[src/rtl/demultiplexer_package.sv]
// rtl/demultiplexer_package.sv - shared slot state encoding and counter width
package demultiplexer_package;

  typedef enum logic {
    EMPTY = 1'b0,
    FULL  = 1'b1
  } slot_state_e;

  localparam int COUNT_WIDTH = 16;

endpackage

[src/rtl/demultiplexer_channel_slot.sv]
// rtl/demultiplexer_channel_slot.sv - one-word holding register with EMPTY/FULL control
// Optional saturating transfer counter under DEMULTIPLEXER1TO2_COUNT_EN.
module demultiplexer_channel_slot
  import demultiplexer_package::*;
#(
  parameter int DATA_WIDTH = 8
) (
  input  logic                  clock,
  input  logic                  reset,
  input  logic                  load,
  input  logic [DATA_WIDTH-1:0] load_data,
  input  logic                  out_ready,
  output logic                  out_valid,
  output logic [DATA_WIDTH-1:0] out_data,
  output logic                  empty
`ifdef DEMULTIPLEXER1TO2_COUNT_EN
  ,
  output logic [COUNT_WIDTH-1:0] count
`endif
);

  slot_state_e           state_q, state_d;
  logic [DATA_WIDTH-1:0] data_q, data_d;
  logic                  out_fire;

  assign out_valid = (state_q == FULL);
  assign empty     = (state_q == EMPTY);
  assign out_data  = data_q;
  assign out_fire  = out_valid & out_ready;

  // A load wins over a drain, so a coincident consume and load keeps the slot full.
  always_comb begin
    state_d = state_q;
    data_d  = data_q;
    if (load) begin
      state_d = FULL;
      data_d  = load_data;
    end else if (out_fire) begin
      state_d = EMPTY;
    end
  end

  always_ff @(posedge clock) begin
    if (reset) begin
      state_q <= EMPTY;
      data_q  <= '0;
    end else begin
      state_q <= state_d;
      data_q  <= data_d;
    end
  end

`ifdef DEMULTIPLEXER1TO2_COUNT_EN
  logic [COUNT_WIDTH-1:0] count_q, count_d;

  always_comb begin
    count_d = count_q;
    if (out_fire && (count_q != {COUNT_WIDTH{1'b1}})) begin
      count_d = count_q + COUNT_WIDTH'(1);
    end
  end

  always_ff @(posedge clock) begin
    if (reset) begin
      count_q <= '0;
    end else begin
      count_q <= count_d;
    end
  end

  assign count = count_q;
`endif

endmodule

[src/rtl/demultiplexer1to2_stream.sv]
// rtl/demultiplexer1to2_stream.sv - 1-to-2 valid/ready stream demultiplexer
// Per-channel transfer counters and the transfer_count port exist only under DEMULTIPLEXER1TO2_COUNT_EN.
module demultiplexer1to2_stream
  import demultiplexer_package::*;
#(
  parameter int DATA_WIDTH = 8
) (
  input  logic                    clock,
  input  logic                    reset,
  input  logic                    input_valid,
  output logic                    input_ready,
  input  logic [DATA_WIDTH-1:0]   input_signal,
  input  logic                    selection,
  output logic [1:0]              output_valid,
  input  logic [1:0]              output_ready,
  output logic [2*DATA_WIDTH-1:0] output_signal
`ifdef DEMULTIPLEXER1TO2_COUNT_EN
  ,
  output logic [2*COUNT_WIDTH-1:0] transfer_count
`endif
);

  logic [1:0] slot_empty;
  logic [1:0] load;
  logic       accept;

  // Ready only looks at the selected slot, so a stalled slot never blocks the other.
  always_comb begin
    input_ready = 1'b0;
    if (!reset) begin
      input_ready = slot_empty[selection] | output_ready[selection];
    end
  end

  assign accept  = input_valid & input_ready;
  assign load[0] = accept & ~selection;
  assign load[1] = accept & selection;

  for (genvar i = 0; i < 2; i++) begin : g_slot
    demultiplexer_channel_slot #(
      .DATA_WIDTH(DATA_WIDTH)
    ) u_slot (
      .clock    (clock),
      .reset    (reset),
      .load     (load[i]),
      .load_data(input_signal),
      .out_ready(output_ready[i]),
      .out_valid(output_valid[i]),
      .out_data (output_signal[i*DATA_WIDTH +: DATA_WIDTH]),
      .empty    (slot_empty[i])
`ifdef DEMULTIPLEXER1TO2_COUNT_EN
      ,
      .count    (transfer_count[i*COUNT_WIDTH +: COUNT_WIDTH])
`endif
    );
  end

endmodule
[config.mk]
export PLATFORM = sky130hd
export DESIGN_NAME = demultiplexer1to2_stream
export DESIGN_NICKNAME = d
export VERILOG_FILES = /design/src/rtl/demultiplexer_package.sv /design/src/rtl/demultiplexer_channel_slot.sv /design/src/rtl/demultiplexer1to2_stream.sv
export SDC_FILE = /design/constraint.sdc
export NUM_CORES = 1
export LEC_CHECK = 0
export BUFFER_PORTS_ARGS = -buffer_cell sky130_fd_sc_hd__buf_2
export CORE_UTILIZATION = 38
export CTS_CLUSTER_DIAMETER = 60
export CTS_CLUSTER_SIZE = 20
export DETAILED_ROUTE_END_ITERATION = 6
export PLACE_DENSITY = 0.71
export SYNTH_ARGS = -nofsm -noshare
export SYNTH_HDL_FRONTEND = slang
export SYNTH_SLANG_ARGS = --single-unit
[constraint.sdc]
create_clock -name clock -period 1.5 [get_ports clock]
set_input_delay 0.15 -clock clock [delete_from_list [all_inputs] [get_ports clock]]
set_output_delay 0.15 -clock clock [all_outputs]
set_load 0.03 [all_outputs]
### Word-level counts from Yosys, hierarchy flattened

Cells that the tools add are included.
W data, S select, Z words.

| cells by class | value |
|---|---|
| $lt $le $gt $ge | 1 |
| multiplexer cells | 9 |
| bitwise gates (word level) | 9 |
| reductions and logical operators | 2 |

Operators by type and width:

| cell | number |
|---|---|
| $mux W1 | 9 |
| $and A1 B1 Y1 | 5 |
| $reduce_bool A2 Y1 | 2 |
| $not A1 Y1 | 3 |
| $lt A1 B2 Y1 const B | 1 |
| $or A1 B1 Y1 | 1 |

| storage, ports and cells | value |
|---|---|
| register bits | 18 |
| word-level logic and storage cells | 25 |

### Longest topological paths before layout

Gate-level depths: netlist of run 1.

| logic depth | value |
|---|---|
| depth after elaboration | 8 |
| gate-level depth with buffers | 5 |
| gate-level depth less buffers | 3 |

### Modules after synthesis

Synthesis of run 1 repeated with hierarchy kept, for this count alone.

| second synthesis, totals | value |
|---|---|
| cells, all modules | 68 |
| area total of the unflattened synthesis | 691.9 um^2 |

Modules (own cells, without submodules):

| module | instances | cells an instance | area an instance (um^2) |
|---|---|---|---|
| demultiplexer_channel_slot | 2 | 31 | 325.3 |
| demultiplexer1to2_stream | 1 | 6 | 41.3 |

### Least setup slack after synthesis of run 1

No wires, ideal clock.

| timing path | value |
|---|---|
| path type | reg-to-output |
| start point | register g_slot[0].u_slot.state_q |
| end point | output port input_ready |
| arrival | 1251 ps |
| required time | 1350 ps |
| slack | 99 ps |
| stages on the path, launching flop included | 4 |
| cells stage by stage | dfxtp_1 nand2b_1 nor2_1 a211oi_1 |

| on the way | value |
|---|---|
| cells in the longest elaborated chain, start to end | 5 |

RTL lines:

| what | line | source |
|---|---|---|
| start: declaration | demultiplexer_channel_slot.sv:22 | `slot_state_e state_q, state_d;` |
| start signal: assignment | demultiplexer_channel_slot.sv:48 | `state_q <= state_d;` |
| $not A1 Y1 | demultiplexer_channel_slot.sv:27 | `assign empty = (state_q == EMPTY);` |
| $mux W1 (not written as such) (2 in a row) | demultiplexer1to2_stream.sv:31 | `input_ready = slot_empty[selection] \| output_ready[selection];` |
| $or A1 B1 Y1 | demultiplexer1to2_stream.sv:31 |  |
| $mux W1 | demultiplexer1to2_stream.sv:30 | `if (!reset) begin` |
| end: declaration | demultiplexer1to2_stream.sv:11 | `output logic input_ready,` |

Every way passes these cells. The select of a mux whose other input is x is not followed.

### Worst setup path in the final report of run 1

Same ends and word-level chain as after synthesis.

==> metrics.txt, run 1 <==
# TYPE chip_impl_metric gauge
chip_impl_metric{name="leakage",unit="uW"} 0.000500
chip_impl_info{name="layout_common_cells",value="sky130_fd_sc_hd__buf_2, sky130_fd_sc_hd__dfxtp_1, sky130_fd_sc_hd__nand2b_1"} 1
chip_impl_metric{name="irDropWorstVdd",unit="V"} 0.000699
chip_impl_metric{name="totalWireLength",unit="mm"} 1.53
chip_impl_info{name="timing.setup.critical_path_class",value="reg2out"} 1
chip_impl_metric{name="count_of_cells_along_the_worst_hold_path",unit=""} 2
chip_impl_metric{name="grt_antenna_before_repair",unit=""} 0
chip_impl_metric{name="drt_drc_violations_left",unit=""} 0
chip_impl_metric{name="clk_pin_slew_worst_paths",unit="ns"} 0.09
chip_impl_metric{name="max_freq",unit="MHz"} 728
chip_impl_metric{name="final_count_of_pins_violating_max_slew",unit=""} 0
chip_impl_metric{name="grt_pass1_wl",unit="mm"} 2.52
chip_impl_metric{name="rows",unit=""} 16
chip_impl_info{name="worstHoldEndpoint",value="g_slot[1].u_slot.out_data[3]$_SDFFE_PP0P_"} 1
chip_impl_metric{name="via_per_inst",unit=""} 4.72
chip_impl_metric{name="grt_start_max_net_pins",unit=""} 19
chip_impl_info{name="rsz0062_at_grt",value="false"} 1
chip_impl_info{name="setup.worst_path.start",value="g_slot[0].u_slot.out_valid$_SDFFE_PP0P_"} 1
chip_impl_info{name="ctsRootBufferMaster",value="sky130_fd_sc_hd__clkbuf_4"} 1
chip_impl_metric{name="design.core.area",unit="um^2"} 2020
chip_impl_metric{name="cells_on_worst_reg2reg_path",unit=""} 3
chip_impl_info{name="combinational_family_with_the_most_area_after_synthesis",value="simple AND/OR/NAND/NOR gates"} 1
chip_impl_metric{name="die-area",unit="um^2"} 2400
chip_impl_info{name="worstSetupEndpointType",value="output pin"} 1
chip_impl_metric{name="post_synthesis_compound_gate_area_fraction",unit=""} 0.151
chip_impl_metric{name="top_level_ports",unit=""} 33
chip_impl_info{name="timing.rr.end",value="g_slot[1].u_slot.out_data[1]$_SDFFE_PP0P_"} 1
chip_impl_metric{name="setup_total_negative_slack",unit="ns"} 0
chip_impl_metric{name="detailedPlace.worstSlack",unit="ns"} 0.323
chip_impl_metric{name="detailroute.via_count",unit=""} 628
chip_impl_metric{name="finalHoldWorstSlack",unit="ns"} 0.107
chip_impl_metric{name="synth_largest_type_area_fraction",unit=""} 0.430
chip_impl_info{name="post-synth-top-area-cell",value="sky130_fd_sc_hd__dfxtp_1"} 1
chip_impl_metric{name="post-dp-hpwl",unit="mm"} 1.06
chip_impl_metric{name="setup_violations",unit=""} 0
chip_impl_info{name="ys_top_cells_by_area",value="sky130_fd_sc_hd__dfxtp_1, sky130_fd_sc_hd__mux2_4, sky130_fd_sc_hd__a31o_2"} 1
chip_impl_metric{name="worst-path-max-fanout",unit=""} 3
chip_impl_metric{name="power-per-cell-area",unit="nW/um^2"} 923
chip_impl_metric{name="drt_first_pass_iters",unit=""} 4
chip_impl_metric{name="period_share",unit=""} 0.916
chip_impl_metric{name="remaining_antenna_violation_count_after_routing",unit=""} 0
chip_impl_metric{name="max-clock-path-buffers",unit=""} 2
chip_impl_metric{name="finalNonFillerCells",unit=""} 133
chip_impl_metric{name="drive_above_1_share",unit=""} 0.528
chip_impl_metric{name="detailedRoute.firstIterationViolations",unit=""} 9
chip_impl_info{name="result_of_the_run",value="completed"} 1
chip_impl_metric{name="max_cap_viol_count",unit=""} 0
chip_impl_metric{name="floorplan.initialDensity",unit=""} 0.415
chip_impl_metric{name="finalCriticalPeriod",unit="ns"} 1.37
chip_impl_metric{name="synth_xor_area_frac",unit=""} 0
chip_impl_metric{name="syn_area_per_cell",unit="um^2"} 10.9
chip_impl_metric{name="worst_skew_pair.late_latency",unit="ns"} 0.28
chip_impl_info{name="layout.cells.most_common",value="sky130_fd_sc_hd__buf_2"} 1
chip_impl_info{name="worst_hold_startpoint",value="input_signal[3]"} 1
chip_impl_metric{name="cp_data_required_time",unit="ns"} 1.35
chip_impl_info{name="tritoncts",value="done"} 1
chip_impl_metric{name="share_of_cell_area_taken_by_muxes_after_synthesis",unit=""} 0.143
chip_impl_metric{name="slew-limit-headroom",unit=""} 0.630
chip_impl_metric{name="post_drt_wl_per_cell",unit="um"} 11.5
chip_impl_info{name="worst_setup_start_kind",value="flop"} 1
chip_impl_metric{name="worst_slew_pin_slew",unit="ns"} 0.555
chip_impl_metric{name="synth_seq_cells",unit=""} 18
chip_impl_metric{name="synth_cells",unit=""} 77
chip_impl_metric{name="post_synth_and_or_nand_nor_area_fraction",unit=""} 0.201
chip_impl_metric{name="finClkSkew",unit="ns"} 0.000712
chip_impl_metric{name="fillCellCount",unit=""} 211
chip_impl_metric{name="synth-seq-area-share",unit=""} 0.430
chip_impl_metric{name="adder_cell_area_share_of_the_yosys_netlist",unit=""} 0
chip_impl_metric{name="grt_remaining_overflow",unit=""} 0
chip_impl_metric{name="vias_in_the_first_global_route",unit=""} 568
chip_impl_metric{name="cts_setup_buffers",unit=""} 0
chip_impl_metric{name="reg2reg_setup_slack",unit="ns"} 0.31
chip_impl_metric{name="crit_arrival",unit="ns"} 1.22
chip_impl_metric{name="depth_of_the_cts_h_tree",unit=""} 1
chip_impl_metric{name="syn_nets",unit=""} 91
chip_impl_metric{name="finish.net_count",unit=""} 122
chip_impl_metric{name="chipHeight",unit="um"} 49.0
chip_impl_metric{name="postLayoutSetupSlackWorst",unit="ns"} 0.126
chip_impl_info{name="regToRegStartpoint",value="g_slot[1].u_slot.out_valid$_SDFFE_PP0P_"} 1
chip_impl_metric{name="final-hold-violation-count",unit=""} 0
chip_impl_metric{name="syn2layout_area_growth",unit="%"} 20.4
chip_impl_metric{name="antenna_cells",unit=""} 0
chip_impl_metric{name="dieWidth",unit="um"} 49.0
chip_impl_metric{name="synth.cell_area",unit="um^2"} 838
chip_impl_metric{name="numPortBuffers",unit=""} 32
chip_impl_metric{name="grtUsageTotal",unit=""} 0.134
chip_impl_metric{name="synthesis.yosys.warnings",unit=""} 0
chip_impl_metric{name="placed_cells_incl_taps",unit=""} 130
chip_impl_metric{name="numCtsBuffers",unit=""} 3
chip_impl_info{name="hp-class",value="in2reg"} 1
chip_impl_metric{name="gp_congestion",unit=""} 0.631
chip_impl_metric{name="num_clock_sinks",unit=""} 18
chip_impl_metric{name="post_synth_num_cell_types",unit=""} 17
==> how the worst max path moves through the flow <==
stage,cells past startpoint,endpoint,slack [ns]
after floorplan,3,input_ready,0.1
after global placement,3,g_slot[1].u_slot.out_data[6]$_SDFFE_PP0P_,0.36
after detailed placement,3,g_slot[1].u_slot.out_data[1]$_SDFFE_PP0P_,0.32
after CTS,4,input_ready,0.1
after global routing,4,input_ready,0.005
final,4,input_ready,0.13
==> cells by family after synthesis <==
kind of cell / Yosys count
AND/OR/NAND/NOR: 25
AO/OA/AOI/OAI: 18
flip-flops: 18
multiplexers: 8
buffers and inverters: 8
==> power breakdown <==
part	internal, uW	switching (uW)	leakage (uW)
clock network	93.2	137	0.0000138
registers	504	11.2	0.000147
logic	79.3	108	0.000339
total	676	255	0.000500
==> sequential cells by signal, indices dropped and copies added (netlist names) <==
name                     flops
g_slot.u_slot.out_data      16
g_slot.u_slot.out_valid      2
==> synthesized netlist by cell type <==
cell type / instances
sky130_fd_sc_hd__a211oi_1: 1
sky130_fd_sc_hd__a21oi_1: 8
sky130_fd_sc_hd__a21oi_2: 1
sky130_fd_sc_hd__a31o_2: 8
sky130_fd_sc_hd__and3b_1: 1
sky130_fd_sc_hd__buf_2: 1
sky130_fd_sc_hd__buf_4: 2
sky130_fd_sc_hd__buf_6: 3
sky130_fd_sc_hd__clkbuf_1: 1
sky130_fd_sc_hd__clkbuf_2: 1
sky130_fd_sc_hd__dfxtp_1: 18
sky130_fd_sc_hd__mux2_4: 8
sky130_fd_sc_hd__nand2_4: 1
sky130_fd_sc_hd__nand2b_1: 10
sky130_fd_sc_hd__nor2_1: 3
sky130_fd_sc_hd__nor2b_1: 9
sky130_fd_sc_hd__nor3b_4: 1
==> critical path, cell delays in order, from the launching register on <==
cell and delay (ns):
sky130_fd_sc_hd__dfxtp_1 0.32, sky130_fd_sc_hd__nand2b_1 0.15, sky130_fd_sc_hd__nor2_1 0.06, sky130_fd_sc_hd__a211oi_1 0.22, sky130_fd_sc_hd__buf_4 0.20
==> final cells by class <==
type                            instances  area (um^2)  share of cell area
Tap cell                               27         33.8              0.0335
Timing Repair Buffer                   34          178               0.176
Sequential cell                        18          360               0.357
Multi-Input combinational cell         51          415               0.411
Clock buffer                            3         22.5              0.0223
==> stage by stage <==
stage | utilization | instance area (um^2) | total power (uW)
global route | 0.499 | 1010 | 986
detailed placement | 0.487 | 985 | 713
global placement | 0.487 | 985 | 710
CTS | 0.498 | 1010 | 946
finish | 0.499 | 1010 | 932
floorplan | - | 838 | 662
==> metal layers <==
layer  vias to the layer above  track usage  share of wire
met5                         -            0              0
met4                         0       0.0294         0.0098
met3                         2       0.0498          0.066
met2                        22        0.213           0.45
met1                       281        0.173           0.48
li1                        323            -              -
==> what timing repair did <==
action | 4_1_cts | 5_1_grt
setup endpoints to repair | 0 | 1
hold buffers | 0 | 0
resized for setup | 0 | 1
Power figures use the tool's default switching activity.
==> inputs of run 2 (changes only) <==
CORE_UTILIZATION = 46   (was 38)
PLACE_DENSITY = 0.82   (was 0.71)
==> run 2 against run 1 <==
- count of clock-buffer cells in the layout is 1 higher
- hold slack worse by 0.020 ns
- final cell count is 0.75% lower
- non-clock buffer count stayed put
- die area is 17% lower
- fmax is 2.8% lower
- critical path depth stayed put
- largest power group unchanged
- largest cell class unchanged
- sequential cell count stayed put
- sequential power hardly changed
- via count is 0.64% higher
==> metrics.txt, run 2 (same netlist as run 1, synthesis figures left out) <==
# TYPE chip_impl_metric gauge
chip_impl_metric{name="remaining_antenna_violation_count_after_routing",unit=""} 0
chip_impl_metric{name="drive_above_1_share",unit=""} 0.533
chip_impl_metric{name="cellInternalPower",unit="uW"} 731
chip_impl_metric{name="total_power",unit="uW"} 1010
chip_impl_metric{name="antenna_cells",unit=""} 0
chip_impl_metric{name="worst_slew_pin_slew",unit="ns"} 0.580
chip_impl_info{name="hp-class",value="in2reg"} 1
chip_impl_info{name="timing.setup.critical_path_class",value="reg2out"} 1
chip_impl_metric{name="detailroute.via_count",unit=""} 632
chip_impl_metric{name="finClkSkew",unit="ns"} 0.00573
chip_impl_metric{name="placed_cells_incl_taps",unit=""} 128
chip_impl_metric{name="post-dp-hpwl",unit="mm"} 1.07
chip_impl_metric{name="grt_remaining_overflow",unit=""} 0
chip_impl_metric{name="finish.net_count",unit=""} 122
chip_impl_metric{name="totalWireLength",unit="mm"} 1.55
chip_impl_metric{name="design.core.area",unit="um^2"} 1710
chip_impl_metric{name="die-area",unit="um^2"} 2000
chip_impl_metric{name="drt_first_pass_iters",unit=""} 4
chip_impl_metric{name="max_freq",unit="MHz"} 708
chip_impl_metric{name="netSwitchingFraction",unit=""} 0.273
chip_impl_metric{name="post_drt_wl_per_cell",unit="um"} 11.7
chip_impl_metric{name="grt_pass1_wl",unit="mm"} 2.33
chip_impl_metric{name="leakage",unit="uW"} 0.000507
chip_impl_metric{name="num_clock_sinks",unit=""} 18
chip_impl_info{name="layout.cells.most_common",value="sky130_fd_sc_hd__buf_2"} 1
chip_impl_info{name="result_of_the_run",value="completed"} 1
chip_impl_metric{name="worst-path-max-fanout",unit=""} 3
chip_impl_info{name="worst_setup_start_kind",value="flop"} 1
chip_impl_metric{name="final_count_of_pins_violating_max_slew",unit=""} 0
chip_impl_metric{name="grt_start_max_net_pins",unit=""} 18
chip_impl_metric{name="postCtsHoldBufs",unit=""} 0
chip_impl_metric{name="cp_data_required_time",unit="ns"} 1.35
chip_impl_metric{name="slew-limit-headroom",unit=""} 0.614
chip_impl_metric{name="dieWidth",unit="um"} 44.7
chip_impl_metric{name="power-per-cell-area",unit="nW/um^2"} 985
chip_impl_metric{name="top_level_ports",unit=""} 33
chip_impl_metric{name="chipHeight",unit="um"} 44.7
chip_impl_metric{name="power.net_switching",unit="uW"} 275
chip_impl_metric{name="crit_arrival",unit="ns"} 1.26
chip_impl_metric{name="numPortBuffers",unit=""} 32
chip_impl_metric{name="power.share.combinational",unit=""} 0.187
chip_impl_metric{name="clock_power_share",unit=""} 0.301
chip_impl_info{name="layout_common_cells",value="sky130_fd_sc_hd__buf_2, sky130_fd_sc_hd__dfxtp_1, sky130_fd_sc_hd__nand2b_1"} 1
chip_impl_metric{name="clk_pin_slew_worst_paths",unit="ns"} 0.11
chip_impl_metric{name="irDropWorstVdd",unit="V"} 0.000453
chip_impl_metric{name="setup_violations",unit=""} 0
chip_impl_metric{name="gp_congestion",unit=""} 0.623
chip_impl_metric{name="grt_antenna_before_repair",unit=""} 0
chip_impl_metric{name="syn2layout_area_growth",unit="%"} 21.8
chip_impl_metric{name="finalCriticalPeriod",unit="ns"} 1.41
chip_impl_info{name="worstSetupEndpointType",value="output pin"} 1
chip_impl_metric{name="max-clock-path-buffers",unit=""} 2
chip_impl_metric{name="power.sequential.fraction",unit=""} 0.512
chip_impl_metric{name="via_per_inst",unit=""} 4.79
chip_impl_metric{name="count_of_cells_along_the_worst_hold_path",unit=""} 2
chip_impl_metric{name="depth_of_the_cts_h_tree",unit=""} 1
chip_impl_metric{name="max_cap_viol_count",unit=""} 0
chip_impl_metric{name="worst_skew_pair.late_latency",unit="ns"} 0.30
chip_impl_info{name="tritoncts",value="done"} 1
chip_impl_metric{name="detailedRoute.firstIterationViolations",unit=""} 5
chip_impl_metric{name="period_share",unit=""} 0.942
chip_impl_metric{name="drt_drc_violations_left",unit=""} 0
chip_impl_info{name="ctsRootBufferMaster",value="sky130_fd_sc_hd__clkbuf_4"} 1
chip_impl_metric{name="rows",unit=""} 15
chip_impl_metric{name="max_ffs_per_register",unit=""} 16
chip_impl_metric{name="final-hold-violation-count",unit=""} 0
chip_impl_metric{name="grtUsageTotal",unit=""} 0.165
chip_impl_metric{name="floorplan.initialDensity",unit=""} 0.491
chip_impl_metric{name="vias_in_the_first_global_route",unit=""} 531
chip_impl_metric{name="numCtsBuffers",unit=""} 3
chip_impl_metric{name="cells_on_worst_reg2reg_path",unit=""} 3
chip_impl_metric{name="finalNonFillerCells",unit=""} 132
run 2: metrics by stage:
stage	setup slack [ns]	setup TNS [ns]	utilization	cell area (um^2)	hold slack (ns)
after CTS	0.0699	0	0.596	1020	0.0834
final	0.0871	0	0.598	1020	0.0876
after floorplan	0.0988	0	-	838	0.293
after detailed placement	0.307	0	0.575	982	0.400
after global placement	0.334	0	0.575	982	0.397
after global routing	-0.00891	-0.00891	0.598	1020	0.0780
run 2: path summary, 6_finish.rpt:
kind / startpoint / endpoint / slack [ns]
worst max-delay path: g_slot[0].u_slot.out_valid$_SDFFE_PP0P_ / input_ready / 0.09
worst min-delay path: input_signal[0] / g_slot[1].u_slot.out_data[0]$_SDFFE_PP0P_ / 0.09
worst max register to register: g_slot[1].u_slot.out_valid$_SDFFE_PP0P_ / g_slot[1].u_slot.out_data[3]$_SDFFE_PP0P_ / 0.28
worst min register to register: g_slot[0].u_slot.out_valid$_SDFFE_PP0P_ / g_slot[0].u_slot.out_valid$_SDFFE_PP0P_ / 0.59
run 2: timing repair:
item,in CTS,in global routing
resized for setup,0,1
setup endpoints to repair,0,1
setup buffers,0,0
run 2: area by class of cell:
cell class                      count  area [um^2]
Clock buffer                        4         36.3
Multi-Input combinational cell     51          415
Fill cell                         158          687
Sequential cell                    18          360
Timing Repair Buffer               34          178
Tap cell                           25         31.3
run 2: layer usage:
layer | GRT usage | up-vias | part of all wire
met5 | 0 | - | 0
met4 | 0.0909 | 0 | 0.019
met3 | 0.0520 | 3 | 0.067
met2 | 0.212 | 26 | 0.42
met1 | 0.242 | 277 | 0.49
li1 | - | 326 | -
run 2: power by group through the flow:
stage	sequential (uW)	combinational [uW]	clock, uW
after global placement	526	184	0
after global routing	519	200	329
after detailed placement	526	187	0
final	515	188	303
after floorplan	574	88.9	0
after CTS	515	188	311
run 2: critical path, stage by stage, from the launching register on:
cell	delay (ns)
sky130_fd_sc_hd__dfxtp_1	0.32
sky130_fd_sc_hd__nand2b_1	0.15
sky130_fd_sc_hd__nor2_1	0.06
sky130_fd_sc_hd__a211oi_1	0.23
sky130_fd_sc_hd__buf_4	0.20
==> inputs of run 3 (changes only) <==
RECOVER_POWER = 100   (was default)
==> run 3 against run 2 <==
- final area fell by 6.3%
- first-iteration DRC count fell by 20%
- combinational power fell by 12%
- die area did not move
- core utilization fell by 3.7 points
- via count rose by 1.3%
- wire length fell by 0.91%
- non-clock buffer count did not move
- clock skew fell by 0.0024 ns
- critical path depth fell by 1
- global-route usage did not move
- sequential power barely moved
- critical path type unchanged
- critical endpoint unchanged
- largest power group unchanged
==> metrics.txt, run 3 (same netlist as run 1, synthesis figures left out) <==
# TYPE chip_impl_metric gauge
chip_impl_info{name="tritoncts",value="done"} 1
chip_impl_metric{name="floorplan.initialDensity",unit=""} 0.491
chip_impl_metric{name="syn2layout_area_growth",unit="%"} 14.2
chip_impl_metric{name="leakage",unit="uW"} 0.000408
chip_impl_metric{name="setup_total_negative_slack",unit="ns"} 0
chip_impl_metric{name="finalCriticalPeriod",unit="ns"} 1.36
chip_impl_metric{name="vias_in_the_first_global_route",unit=""} 531
chip_impl_metric{name="grt_pass1_wl",unit="mm"} 2.33
chip_impl_metric{name="top_level_ports",unit=""} 33
chip_impl_metric{name="remaining_antenna_violation_count_after_routing",unit=""} 0
chip_impl_metric{name="depth_of_the_cts_h_tree",unit=""} 1
chip_impl_info{name="hp-class",value="in2reg"} 1
chip_impl_metric{name="setup_violations",unit=""} 0
chip_impl_metric{name="worst_slew_pin_slew",unit="ns"} 0.563
chip_impl_metric{name="drive_above_1_share",unit=""} 0.271
chip_impl_metric{name="via_per_inst",unit=""} 4.85
chip_impl_metric{name="chipHeight",unit="um"} 44.7
chip_impl_metric{name="detailedPlace.worstSlack",unit="ns"} 0.307
chip_impl_metric{name="final-hold-violation-count",unit=""} 0
chip_impl_metric{name="postCtsHoldBufs",unit=""} 0
chip_impl_metric{name="fillCellCount",unit=""} 180
chip_impl_metric{name="die-area",unit="um^2"} 2000
chip_impl_metric{name="drt_drc_violations_left",unit=""} 0
chip_impl_info{name="timing.setup.critical_path_class",value="reg2out"} 1
chip_impl_metric{name="clk_pin_slew_worst_paths",unit="ns"} 0.10
chip_impl_metric{name="worst-path-max-fanout",unit=""} 3
chip_impl_metric{name="grtUsageTotal",unit=""} 0.165
chip_impl_metric{name="placed_cells_incl_taps",unit=""} 128
chip_impl_metric{name="antenna_cells",unit=""} 0
chip_impl_metric{name="num_clock_sinks",unit=""} 18
chip_impl_metric{name="finalNonFillerCells",unit=""} 132
chip_impl_metric{name="crit_arrival",unit="ns"} 1.21
chip_impl_metric{name="numPortBuffers",unit=""} 32
chip_impl_metric{name="detailedRoute.firstIterationViolations",unit=""} 4
chip_impl_metric{name="dieWidth",unit="um"} 44.7
chip_impl_metric{name="postLayoutSetupSlackWorst",unit="ns"} 0.139
chip_impl_metric{name="drt_first_pass_iters",unit=""} 4
chip_impl_metric{name="placement.cell_area",unit="um^2"} 982
chip_impl_info{name="layout_common_cells",value="sky130_fd_sc_hd__dfxtp_1, sky130_fd_sc_hd__clkbuf_1, sky130_fd_sc_hd__buf_2"} 1
chip_impl_metric{name="period_share",unit=""} 0.908
chip_impl_info{name="result_of_the_run",value="completed"} 1
chip_impl_metric{name="max-clock-path-buffers",unit=""} 2
chip_impl_metric{name="design.core.area",unit="um^2"} 1710
chip_impl_metric{name="grt_antenna_before_repair",unit=""} 0
chip_impl_metric{name="cts_setup_buffers",unit=""} 0
chip_impl_metric{name="power-per-cell-area",unit="nW/um^2"} 1020
chip_impl_info{name="worstSetupEndpointType",value="output pin"} 1
chip_impl_metric{name="rows",unit=""} 15
chip_impl_metric{name="final_count_of_pins_violating_max_slew",unit=""} 0
chip_impl_metric{name="finClkSkew",unit="ns"} 0.00329
chip_impl_metric{name="cp_data_required_time",unit="ns"} 1.35
chip_impl_metric{name="totalWireLength",unit="mm"} 1.53
chip_impl_metric{name="grt_start_max_net_pins",unit=""} 18
chip_impl_metric{name="max_cap_viol_count",unit=""} 0
chip_impl_metric{name="max_freq",unit="MHz"} 735
chip_impl_metric{name="max_ffs_per_register",unit=""} 16
chip_impl_metric{name="gp_congestion",unit=""} 0.623
chip_impl_metric{name="final_design_area_no_fill",unit="um^2"} 957
chip_impl_metric{name="post_drt_wl_per_cell",unit="um"} 11.6
chip_impl_metric{name="finish.net_count",unit=""} 122
chip_impl_metric{name="grt_remaining_overflow",unit=""} 0
chip_impl_metric{name="irDropWorstVdd",unit="V"} 0.000450
chip_impl_info{name="rsz0062_at_grt",value="false"} 1
chip_impl_info{name="worst_setup_start_kind",value="flop"} 1
chip_impl_info{name="ctsRootBufferMaster",value="sky130_fd_sc_hd__clkbuf_4"} 1
chip_impl_metric{name="numCtsBuffers",unit=""} 3
chip_impl_metric{name="detailroute.via_count",unit=""} 640
chip_impl_metric{name="worst_skew_pair.late_latency",unit="ns"} 0.30
chip_impl_metric{name="post-dp-hpwl",unit="mm"} 1.07
chip_impl_metric{name="slew-limit-headroom",unit=""} 0.624
==> run 3: cell types whose count changed in the layout (fill, tap and decap cells not counted) <==
cell,before,now
sky130_fd_sc_hd__a21oi_1,8,9
sky130_fd_sc_hd__a21oi_2,1,0
sky130_fd_sc_hd__buf_2,31,13
sky130_fd_sc_hd__clkbuf_1,0,18
sky130_fd_sc_hd__mux2_1,0,8
sky130_fd_sc_hd__mux2_4,8,0
sky130_fd_sc_hd__nand2_1,0,1
sky130_fd_sc_hd__nand2_4,1,0
==> run 3: worst max-delay path, cell delays in order (launching register included) <==
cell and delay, ns:
sky130_fd_sc_hd__dfxtp_1 0.33, sky130_fd_sc_hd__nor2b_1 0.14, sky130_fd_sc_hd__a211oi_1 0.24, sky130_fd_sc_hd__buf_4 0.20
==> run 3: final timing paths <==
kind,startpoint,endpoint,slack (ns),depth (start not counted)
hold / removal,input_signal[1],g_slot[0].u_slot.out_data[1]$_SDFFE_PP0P_,0.07,2
setup reg to reg,g_slot[0].u_slot.out_valid$_SDFFE_PP0P_,g_slot[0].u_slot.out_data[5]$_SDFFE_PP0P_,0.26,3
setup / recovery,g_slot[1].u_slot.out_valid$_SDFFE_PP0P_,input_ready,0.14,3
hold reg to reg,g_slot[0].u_slot.out_valid$_SDFFE_PP0P_,g_slot[0].u_slot.out_valid$_SDFFE_PP0P_,0.54,2
==> run 3: through the flow <==
step / hold WS [ns] / util / power (uW)
3_3_place_gp: 0.397 / 0.575 / 710
5_1_grt: 0.0583 / 0.560 / 1030
6_report: 0.0711 / 0.560 / 979
4_1_cts: 0.0834 / 0.596 / 1010
3_5_place_dp: 0.400 / 0.575 / 713
2_1_floorplan: 0.293 / - / 662
==> run 3: what timing repair did <==
item / 4_1_cts / 5_1_grt
endpoints found under the hold margin: 0 / 0
gates resized for setup: 0 / 1
endpoints found under the setup margin: 0 / 1
==> run 3: cell type report <==
type | instances | area [um^2] | area share
Tap cell | 25 | 31.3 | 0.0327
Timing Repair Buffer | 34 | 155 | 0.162
Clock buffer | 4 | 36.3 | 0.0379
Multi-Input combinational cell | 51 | 374 | 0.391
Sequential cell | 18 | 360 | 0.376
==> run 3: where the power goes <==
| group | internal, uW | switching [uW] | leakage (uW) |
|---|---|---|---|
| combinational | 60.7 | 105 | 0.000240 |
| sequential | 504 | 11.9 | 0.000147 |
| clock | 148 | 150 | 0.0000210 |
==> run 3: metal layers <==
metal | track usage | part of all wire
met2 | 0.212 | 0.44
met1 | 0.242 | 0.47
met4 | 0.0909 | 0.019
met3 | 0.0520 | 0.067
met5 | 0 | 0
